## config.mk

```make
export PLATFORM = sky130hd
export DESIGN_NAME = inst_issue_buffer
export DESIGN_NICKNAME = d
export VERILOG_FILES = /design/src/rtl/inst_issue_buffer.sv
export SDC_FILE = /design/constraint.sdc
export NUM_CORES = 1
export LEC_CHECK = 0
export ABC_AREA = 1
export BUFFER_PORTS_ARGS = -buffer_cell sky130_fd_sc_hd__buf_4
export CORE_ASPECT_RATIO = 1.4
export CORE_MARGIN = 1
export CORE_UTILIZATION = 51
export CTS_CLUSTER_SIZE = 14
export DETAILED_ROUTE_END_ITERATION = 16
export PLACE_DENSITY_LB_ADDON = 0.05
export SLEW_MARGIN = 15
export SYNTH_ARGS = -nofsm -noshare
export SYNTH_HDL_FRONTEND = slang
export SYNTH_SLANG_ARGS = --single-unit
```

## constraint.sdc

```tcl
create_clock -name clk -period 21.9 [get_ports clk]
set_input_delay 2.19 -clock clk [delete_from_list [all_inputs] [get_ports clk]]
set_output_delay 2.19 -clock clk [all_outputs]
set_load 0.01 [all_outputs]
```

## src/rtl/inst_issue_buffer.sv

```systemverilog
// inst_issue_buffer
//   Instruction queue between fetch and decode. Fetched instruction/PC pairs
//   are held in a circular buffer; the two oldest entries are presented to
//   decode. When INST_ISSUE_BUFFER_DUAL_ISSUE_EN is defined, both head entries
//   are pre-decoded and out1_valid flags whether the pair may issue together.
//   Without the macro the block is a single-issue skid FIFO: out1_valid is 0
//   and out_take=2 consumes a single entry.
//
// Ports
//   clk, reset         clock, asynchronous active-high reset
//   in_valid/in_ready  fetch handshake (in_ready = count < DEPTH)
//   in_inst, in_pc     instruction word and its address
//   flush              discard all contents; overrides write and take
//   out0_*             oldest entry (valid when count >= 1)
//   out1_*             second-oldest entry; out1_valid only when pairable
//   out_take           entries consumed by decode this cycle (0..2)
//   count              current occupancy
module inst_issue_buffer #(
    parameter int unsigned DEPTH = 8,
    parameter int unsigned CNT_W = $clog2(DEPTH) + 1
) (
    input  logic             clk,
    input  logic             reset,
    input  logic             in_valid,
    output logic             in_ready,
    input  logic [31:0]      in_inst,
    input  logic [31:0]      in_pc,
    input  logic             flush,
    output logic             out0_valid,
    output logic [31:0]      out0_inst,
    output logic [31:0]      out0_pc,
    output logic             out1_valid,
    output logic [31:0]      out1_inst,
    output logic [31:0]      out1_pc,
    input  logic [1:0]       out_take,
    output logic [CNT_W-1:0] count
);

    localparam int unsigned PTR_W = $clog2(DEPTH);

    logic [31:0]      inst_q [DEPTH];
    logic [31:0]      inst_d [DEPTH];
    logic [31:0]      pc_q   [DEPTH];
    logic [31:0]      pc_d   [DEPTH];
    logic [PTR_W-1:0] head_q, head_d;
    logic [PTR_W-1:0] tail_q, tail_d;
    logic [CNT_W-1:0] count_q, count_d;

    logic [PTR_W-1:0] head1;
    logic             pair_ok;
    logic [1:0]       avail;
    logic [1:0]       take_eff;
    logic             wr_en;

`ifdef INST_ISSUE_BUFFER_DUAL_ISSUE_EN
    // Control transfer: J, JAL, BEQ/BNE/BLEZ/BGTZ, REGIMM, JR/JALR.
    function automatic logic is_branch(input logic [5:0] op, input logic [5:0] fn);
        logic r;
        r = 1'b0;
        case (op)
            6'b000001, 6'b000010, 6'b000011,
            6'b000100, 6'b000101, 6'b000110, 6'b000111: r = 1'b1;
            6'b000000: r = (fn == 6'b001000) || (fn == 6'b001001);
            default:   r = 1'b0;
        endcase
        return r;
    endfunction

    // Destination register; 0 means no destination.
    function automatic logic [4:0] dest_of(input logic [5:0] op,
                                           input logic [4:0] rt,
                                           input logic [4:0] rd);
        logic [4:0] d;
        d = '0;
        if (op == 6'b000000)
            d = rd;
        else if (op == 6'b000011)
            d = 5'd31;
        else if (op == 6'b000001 && rt[4])
            d = 5'd31;
        else if (op[5:3] == 3'b001 || op[5:3] == 3'b100)
            d = rt;
        return d;
    endfunction

    // Coprocessor ops, SPECIAL2, CACHE and SPECIAL system/HI-LO ops must issue alone.
    function automatic logic is_serial(input logic [5:0] op, input logic [5:0] fn);
        logic r;
        r = 1'b0;
        case (op)
            6'b010000, 6'b010001, 6'b010011, 6'b011100, 6'b101111: r = 1'b1;
            6'b000000: begin
                case (fn)
                    6'b001100, 6'b001101, 6'b001111,
                    6'b010000, 6'b010001, 6'b010010, 6'b010011,
                    6'b011000, 6'b011001, 6'b011010, 6'b011011: r = 1'b1;
                    default: r = 1'b0;
                endcase
            end
            default: r = 1'b0;
        endcase
        return r;
    endfunction

    logic [31:0] s0, s1;
    logic [4:0]  dest0, dest1;
    logic        hazard;

    always_comb begin
        s0      = inst_q[head_q];
        s1      = inst_q[head1];
        dest0   = dest_of(s0[31:26], s0[20:16], s0[15:11]);
        dest1   = dest_of(s1[31:26], s1[20:16], s1[15:11]);
        hazard  = (dest0 != 5'd0) &&
                  ((dest0 == s1[25:21]) || (dest0 == s1[20:16]) || (dest0 == dest1));
        pair_ok = (count_q >= CNT_W'(2))
                  && !is_branch(s1[31:26], s1[5:0])
                  && !is_serial(s0[31:26], s0[5:0])
                  && !is_serial(s1[31:26], s1[5:0])
                  && !(s0[31] && s1[31])
                  && !hazard;
    end
`else
    assign pair_ok = 1'b0;
`endif

    assign head1      = head_q + PTR_W'(1);
    assign in_ready   = count_q < CNT_W'(DEPTH);
    assign out0_valid = count_q != '0;
    assign out1_valid = pair_ok;
    assign out0_inst  = inst_q[head_q];
    assign out0_pc    = pc_q[head_q];
    assign out1_inst  = inst_q[head1];
    assign out1_pc    = pc_q[head1];
    assign count      = count_q;

    // Take is clamped to what is actually presented, so take=2 with only
    // one valid slot (or single-issue build) consumes one entry.
    assign avail    = {1'b0, out0_valid} + {1'b0, out1_valid};
    assign take_eff = (out_take < avail) ? out_take : avail;
    assign wr_en    = in_valid & in_ready;

    always_comb begin
        inst_d  = inst_q;
        pc_d    = pc_q;
        head_d  = head_q;
        tail_d  = tail_q;
        count_d = count_q;
        if (flush) begin
            head_d  = '0;
            tail_d  = '0;
            count_d = '0;
        end else begin
            if (wr_en) begin
                inst_d[tail_q] = in_inst;
                pc_d[tail_q]   = in_pc;
                tail_d         = tail_q + PTR_W'(1);
            end
            head_d  = head_q + PTR_W'(take_eff);
            count_d = count_q + CNT_W'(wr_en) - CNT_W'(take_eff);
        end
    end

    always_ff @(posedge clk or posedge reset) begin
        if (reset) begin
            for (int unsigned i = 0; i < DEPTH; i++) begin
                inst_q[i] <= '0;
                pc_q[i]   <= '0;
            end
            head_q  <= '0;
            tail_q  <= '0;
            count_q <= '0;
        end else begin
            inst_q  <= inst_d;
            pc_q    <= pc_d;
            head_q  <= head_d;
            tail_q  <= tail_d;
            count_q <= count_d;
        end
    end

endmodule

```

[Word-level counts from Yosys, hierarchy flattened]
Index checks and enable logic that the tools add are counted.
W data, S select, Z words.
Operators by class
  $add $sub $neg: 5
  order comparisons: 6
  mux-type cells: 21
  bitwise operators: 5
  reductions and logical operators: 4
Operators with widths (count)
  $bwmux W256: 2
  $bmux W32 S3: 4
  $mux W32: 9
  $demux W32 S3: 1
  $ge A4 B4 Y1 const B: 3
  $not A3 Y4: 3
  $mux W3: 3
  $add A3 B1 Y3 const B: 2
  $add A4 B1 Y4: 1
  $lt A4 B1 Y1 const B: 1
  $lt A4 B4 Y1 const B: 1
  $mux W4: 1
  $reduce_bool A4 Y1: 1
  $sub A4 B2 Y4: 1
  $add A3 B2 Y3: 1
  $lt A2 B1 Y1: 1
  $mux W2: 1
  $reduce_and A2 Y1: 1
  $reduce_bool A2 Y1: 1
  $and A1 B1 Y1: 1
  $logic_and A1 B1 Y1: 1
  $not A1 Y1: 1
Storage, ports and cells
  register bits: 522
  input port bits: 70
  output and inout port bits: 135
  logic and storage cells: 60

[Depth between registers and ports, before layout]
  word-level depth: 6
  gate-level depth with buffers: 11
  depth with buffers taken out: 11

[Least setup slack after synthesis]
OpenSTA, ideal clock, no wires.
  path type: register -> output
  start point: register head_q[0]
  end point: output out1_inst[26]
  arrival time: 1.594 ns
  required time: 19.710 ns
  path slack: 18.116 ns
  cell stages (with the launch flop): 9
  buffers on the path: 2
  path through: dfrtp_1 > ha_1 > inv_1 > clkbuf_1 > buf_1 > nand3_1 > nand2_1 > nand2_1 > nand2_1
On the way
  cells in the longest elaborated chain, start to end: 5
Ends and longest elaborated chain
  start, declared: RTL line 45  | logic [PTR_W-1:0] head_q, head_d;
  start signal, assigned: RTL line 170  | head_q <= '0;
  start signal, assigned: RTL line 176  | head_q <= head_d;
  $add A3 B1 Y3: RTL line 127  | assign head1 = head_q + PTR_W'(1);
  $not A3 Y4 (not written as such): RTL line 133  | assign out1_inst = inst_q[head1];
  $bmux W32 S3: RTL line 133
  $mux W32 (not written as such) (2 in series): RTL line 133
  end, declared: RTL line 33  | output logic [31:0] out1_inst,
No other way between the ends. The select of a mux whose other input is x is not followed.

[Worst setup path in the final report]
  start point: register head_q[0]
  end point: output out1_pc[2]
On the way
  cells in the longest elaborated chain, start to end: 5
Ends and longest elaborated chain
  $add A3 B1 Y3: RTL line 127
  $not A3 Y4 (not written as such): RTL line 134  | assign out1_pc = pc_q[head1];
  $bmux W32 S3: RTL line 134
  $mux W32 (not written as such) (2 in series): RTL line 134
  end, declared: RTL line 34  | output logic [31:0] out1_pc,
No other way between the ends. The select of a mux whose other input is x is not followed.

==> results.env <==
GLOBALROUTETOTALUTIL_PCT=30.46
R2R_SETUP_SLACK_NS=18.91
WORSTMARGINPINSLEW_NS=1.225
SYNTH.FF_LATCH_COUNT=522
GLOBALPLACE.CONGESTION=0.8135
SYNTH_TOP_AREA_CELL='sky130_fd_sc_hd__dfrtp_1'
SYN-MEAN-INSTANCE-AREA_SQ_UM=6.480
DRT_FIRST_PASS_ITERS=6
ENDPOINT_OF_THE_MOST_CRITICAL_REGISTER_TO_REGISTER_PATH='head_q[2]'
HOLDPATHEND='inst_q[206]'
CORE_AREA_SQ_UM=58730
FINAL.HOLD.WORST_SLACK_NS=0.4819
TIMING.CRITICAL_PATH.BUF_INV=3
MAX_STAGE_DELAY_NS=0.93
SYN_NETS=4768
FMAX_MHz=148.8
CTS-HTREE-LEVELS=2
SYNTHFLOPTYPE='sky130_fd_sc_hd__dfrtp_1'
FINALCOREUTILIZATION_PCT=57.52
ROUTED-WL-MET3_UM=5005
INITIAL_CORE_UTIL_PCT=51.73
CP_CELL_SEQUENCE='ha_4, inv_4, buf_4, nand3_1, nand2_1, nand2_1, nand2_1, buf_4'
CRITPATHCAPTURETYPE='output pin'
AREA_GROWTH_PCT=11.20
WORSTPATHREQUIRED_NS=19.71
FINAL-SETUP-VIOL-COUNT=0
HOLDPATHSTAGES=2
TIMING.FINAL.CRIT_PERIOD_NS=6.722
POWER.TOTAL_mW=5.212
CTS_BUFFERS=55
SYNTH-EDFF-COUNT=0
DESIGN.PORTCOUNT=205
FINAL_CELL_COUNT_NO_FILL=5464
SYNTH-SEQ-AREA-SHARE_PCT=43.00
CPMAXSTAGEDELAYCELL='sky130_fd_sc_hd__buf_4'
CRITICAL_PATH_CLASS='reg2out'
FF_LATCH_AREA_SQ_UM=13070
WORST_EP_ARRIVAL_TIME_NS=4.53
YS_TYPES=20
CLASSIFICATION_OF_THE_WORST_SLACK_HOLD_PATH='reg2reg'
DP_CELLS=5362
FINAL.PERIOD_UTILIZATION_PCT=30.70
DIE_HEIGHT_UM=290.8
MULTI_INPUT_AREA_SQ_UM=13740
REG2REG_FROM='head_q[2]'
SLEW_HEADROOM_PCT=18.30
NUMCLOCKSINKS=522
YOSYS_WARNINGS=0
FIN_WS_NS=15.18
CRITPATHLAUNCHTYPE='flop'
GRT_PASS1_VIAS=27162
FP.DIEW_UM=208.3
DRT-VIAS-PER-INSTANCE=5.253
HPWL_UM=52780
CLOCK_TREE.BUFFER_DEPTH=3
RUN_STATUS='finished, final reports clean'
SYNTH.CELL_AREA_SQ_UM=30380
P_PER_AREA_nW_PER_UM2=154.3
YOSYS.AREA.TOP_TYPE_SHARE_PCT=43.00
POST-SYNTH-TOP-COUNT-CELL='sky130_fd_sc_hd__nand2_1'
FINAL-MAX-SLEW-VIOLATION-COUNT=0
FINAL_NET_COUNT=4752
DRC=0
ANTENNA_LEFT=0
CLOCK_TREE.ROOT_CELL='sky130_fd_sc_hd__clkbuf_16'
STANDARD_CELL_ROWS=105
GRT_SETUP_UNREPAIRED='no'
HOLD_PATH_STARTPOINT='inst_q[206]'
TOTAL_GRT_OVERFLOW=0
FINAL_AREA_SQ_UM=33780
POSTCTSHOLDBUFS=0
CRITICAL-PATH-TOP-CELL-BY-COUNT='sky130_fd_sc_hd__nand2_1'
CTS.REPORTEDPATHS.CLKPINSLEW_NS=0.06
WORST-PATH-MAX-FANOUT=71
PLACEDINSTANCEAREA_SQ_UM=31800
NUM-FILL-CELLS=5921
VIAS=28704
SYNTHCELLS=4688
SHARE_OF_LAYOUT_CELLS_ABOVE_DRIVE_STRENGTH_1_PCT=7.425
DETAILEDPLACE.WORSTSLACK_NS=15.61
WORSTREGTOREGCELLS=4
SYNTH_COMMON_CELLS='2191 x sky130_fd_sc_hd__nand2_1, 592 x sky130_fd_sc_hd__inv_1, 522 x sky130_fd_sc_hd__dfrtp_1'
TOP_SIGNAL_LAYER_USED='met5'
DIE_AREA_SQ_UM=60550
POWER_LEAKAGE_nW=18.41
SETUP_TOTAL_NEGATIVE_SLACK_NS=0
PATH_DELAY_FAMILY='buffers and inverters'
DETAIL_ROUTE.ITER0.VIOLATIONS=2114
FINAL.SETUP_SKEW_NS=0.01791
GRT_START_MAX_NET_PINS=265
POST_CTS.RESIZED_INSTANCES=0
GRT_FIRST_PASS_WIRELENGTH_UM=147100
POSTCTSSETUPBUFFERS=0
FINALHOLDVIOLCOUNT=0
SYNTH_TOP_CELLS_BY_AREA='sky130_fd_sc_hd__dfrtp_1 43%, sky130_fd_sc_hd__nand2_1 27%, sky130_fd_sc_hd__nand3_1 8.5%'
SYNTH_ASYNC_SR_FLOP_SHARE_PCT=100.0
NUMBER_OF_ANTENNA_VIOLATIONS_AT_THE_FIRST_CHECK_IN_GLOBAL_ROUTING=4
IO_BUFFERS=203
MAXCAPVIOLATIONS=0
LENGTH_OF_ROUTED_WIRING_ON_MET1_UM=38730
CTS_TREE='yes'
CLK_LATENCY_NS=0.62
VDD_IR_MAX_uV=95.81
DRT-WIRELENGTH-PER-CELL_UM=16.75
ROUTED-WL-MET2_UM=44390
WIRELENGTH_UM=91540
how the worst max path moves through the flow:
stage | to | cells after the start | start
2_1_floorplan | count[0] | 1 | reset
3_3_place_gp | out0_pc[23] | 9 | head_q[0]
3_5_place_dp | out0_pc[23] | 9 | head_q[0]
4_1_cts | out0_pc[23] | 9 | head_q[0]
5_1_grt | out1_inst[31] | 8 | head_q[0]
6_report | out1_pc[2] | 8 | head_q[0]
state kept, by name, summed over array words and instances, names as in the netlist:
signal,cells
count,4
tail_q,3
inst_q,256
pc_q,256
head_q,3
layout by cell type, fill, tap and decap left out, types with 12 or more instances in the layout:
cell type / n
sky130_fd_sc_hd__o21ai_0: 512
sky130_fd_sc_hd__clkinv_2: 12
sky130_fd_sc_hd__clkbuf_16: 57
sky130_fd_sc_hd__inv_1: 588
sky130_fd_sc_hd__dfrtp_1: 519
sky130_fd_sc_hd__buf_4: 231
sky130_fd_sc_hd__nor2_1: 14
sky130_fd_sc_hd__clkbuf_8: 19
sky130_fd_sc_hd__nand3_1: 518
sky130_fd_sc_hd__nand2_1: 2185
final cells by class:
type,count,share of cell area (%)
flip-flops and latches,522,38.70
diodes,1,0.007408
repair buffers,236,5.449
clock inverters,16,0.6186
well taps,749,2.774
multi-input cells,3261,40.68
clock buffers,83,5.074
inverters,596,6.689
power breakdown:
part	internal, mW	total (mW)	switching [mW]
sequential	1.21	1.36	0.147
combinational	1.02	2.86	1.83
clock	0.595	1.00	0.405
kinds of logic (layout without fill, tap and decap cells):
family	after synthesis	count (layout)	share of synthesized area, %
AND/OR/NAND/NOR	2727	2727	35.87
AO/OA/AOI/OAI	520	520	8.567
XOR/XNOR	2	2	0.05768
other	2	3	0.02472
adder cells (fa/ha/maj)	10	10	0.4613
buffers and inverters	905	931	12.02
flip-flops	522	522	43.00
layer usage:
layer | global-route usage, % | up-vias
met3 | 4.128 | 186
met4 | 12.00 | 6
met1 | 38.60 | 13450
met5 | 0 | -
met2 | 52.40 | 791
li1 | - | 14271
worst register-to-register path: stages (launching register included):
cell and delay, ns:
sky130_fd_sc_hd__dfrtp_4 0.84, sky130_fd_sc_hd__buf_4 0.71, sky130_fd_sc_hd__clkinv_2 0.82, sky130_fd_sc_hd__o21ai_0 0.41, sky130_fd_sc_hd__a21oi_1 0.07
Note: power is estimated with default switching activity, not from simulation.
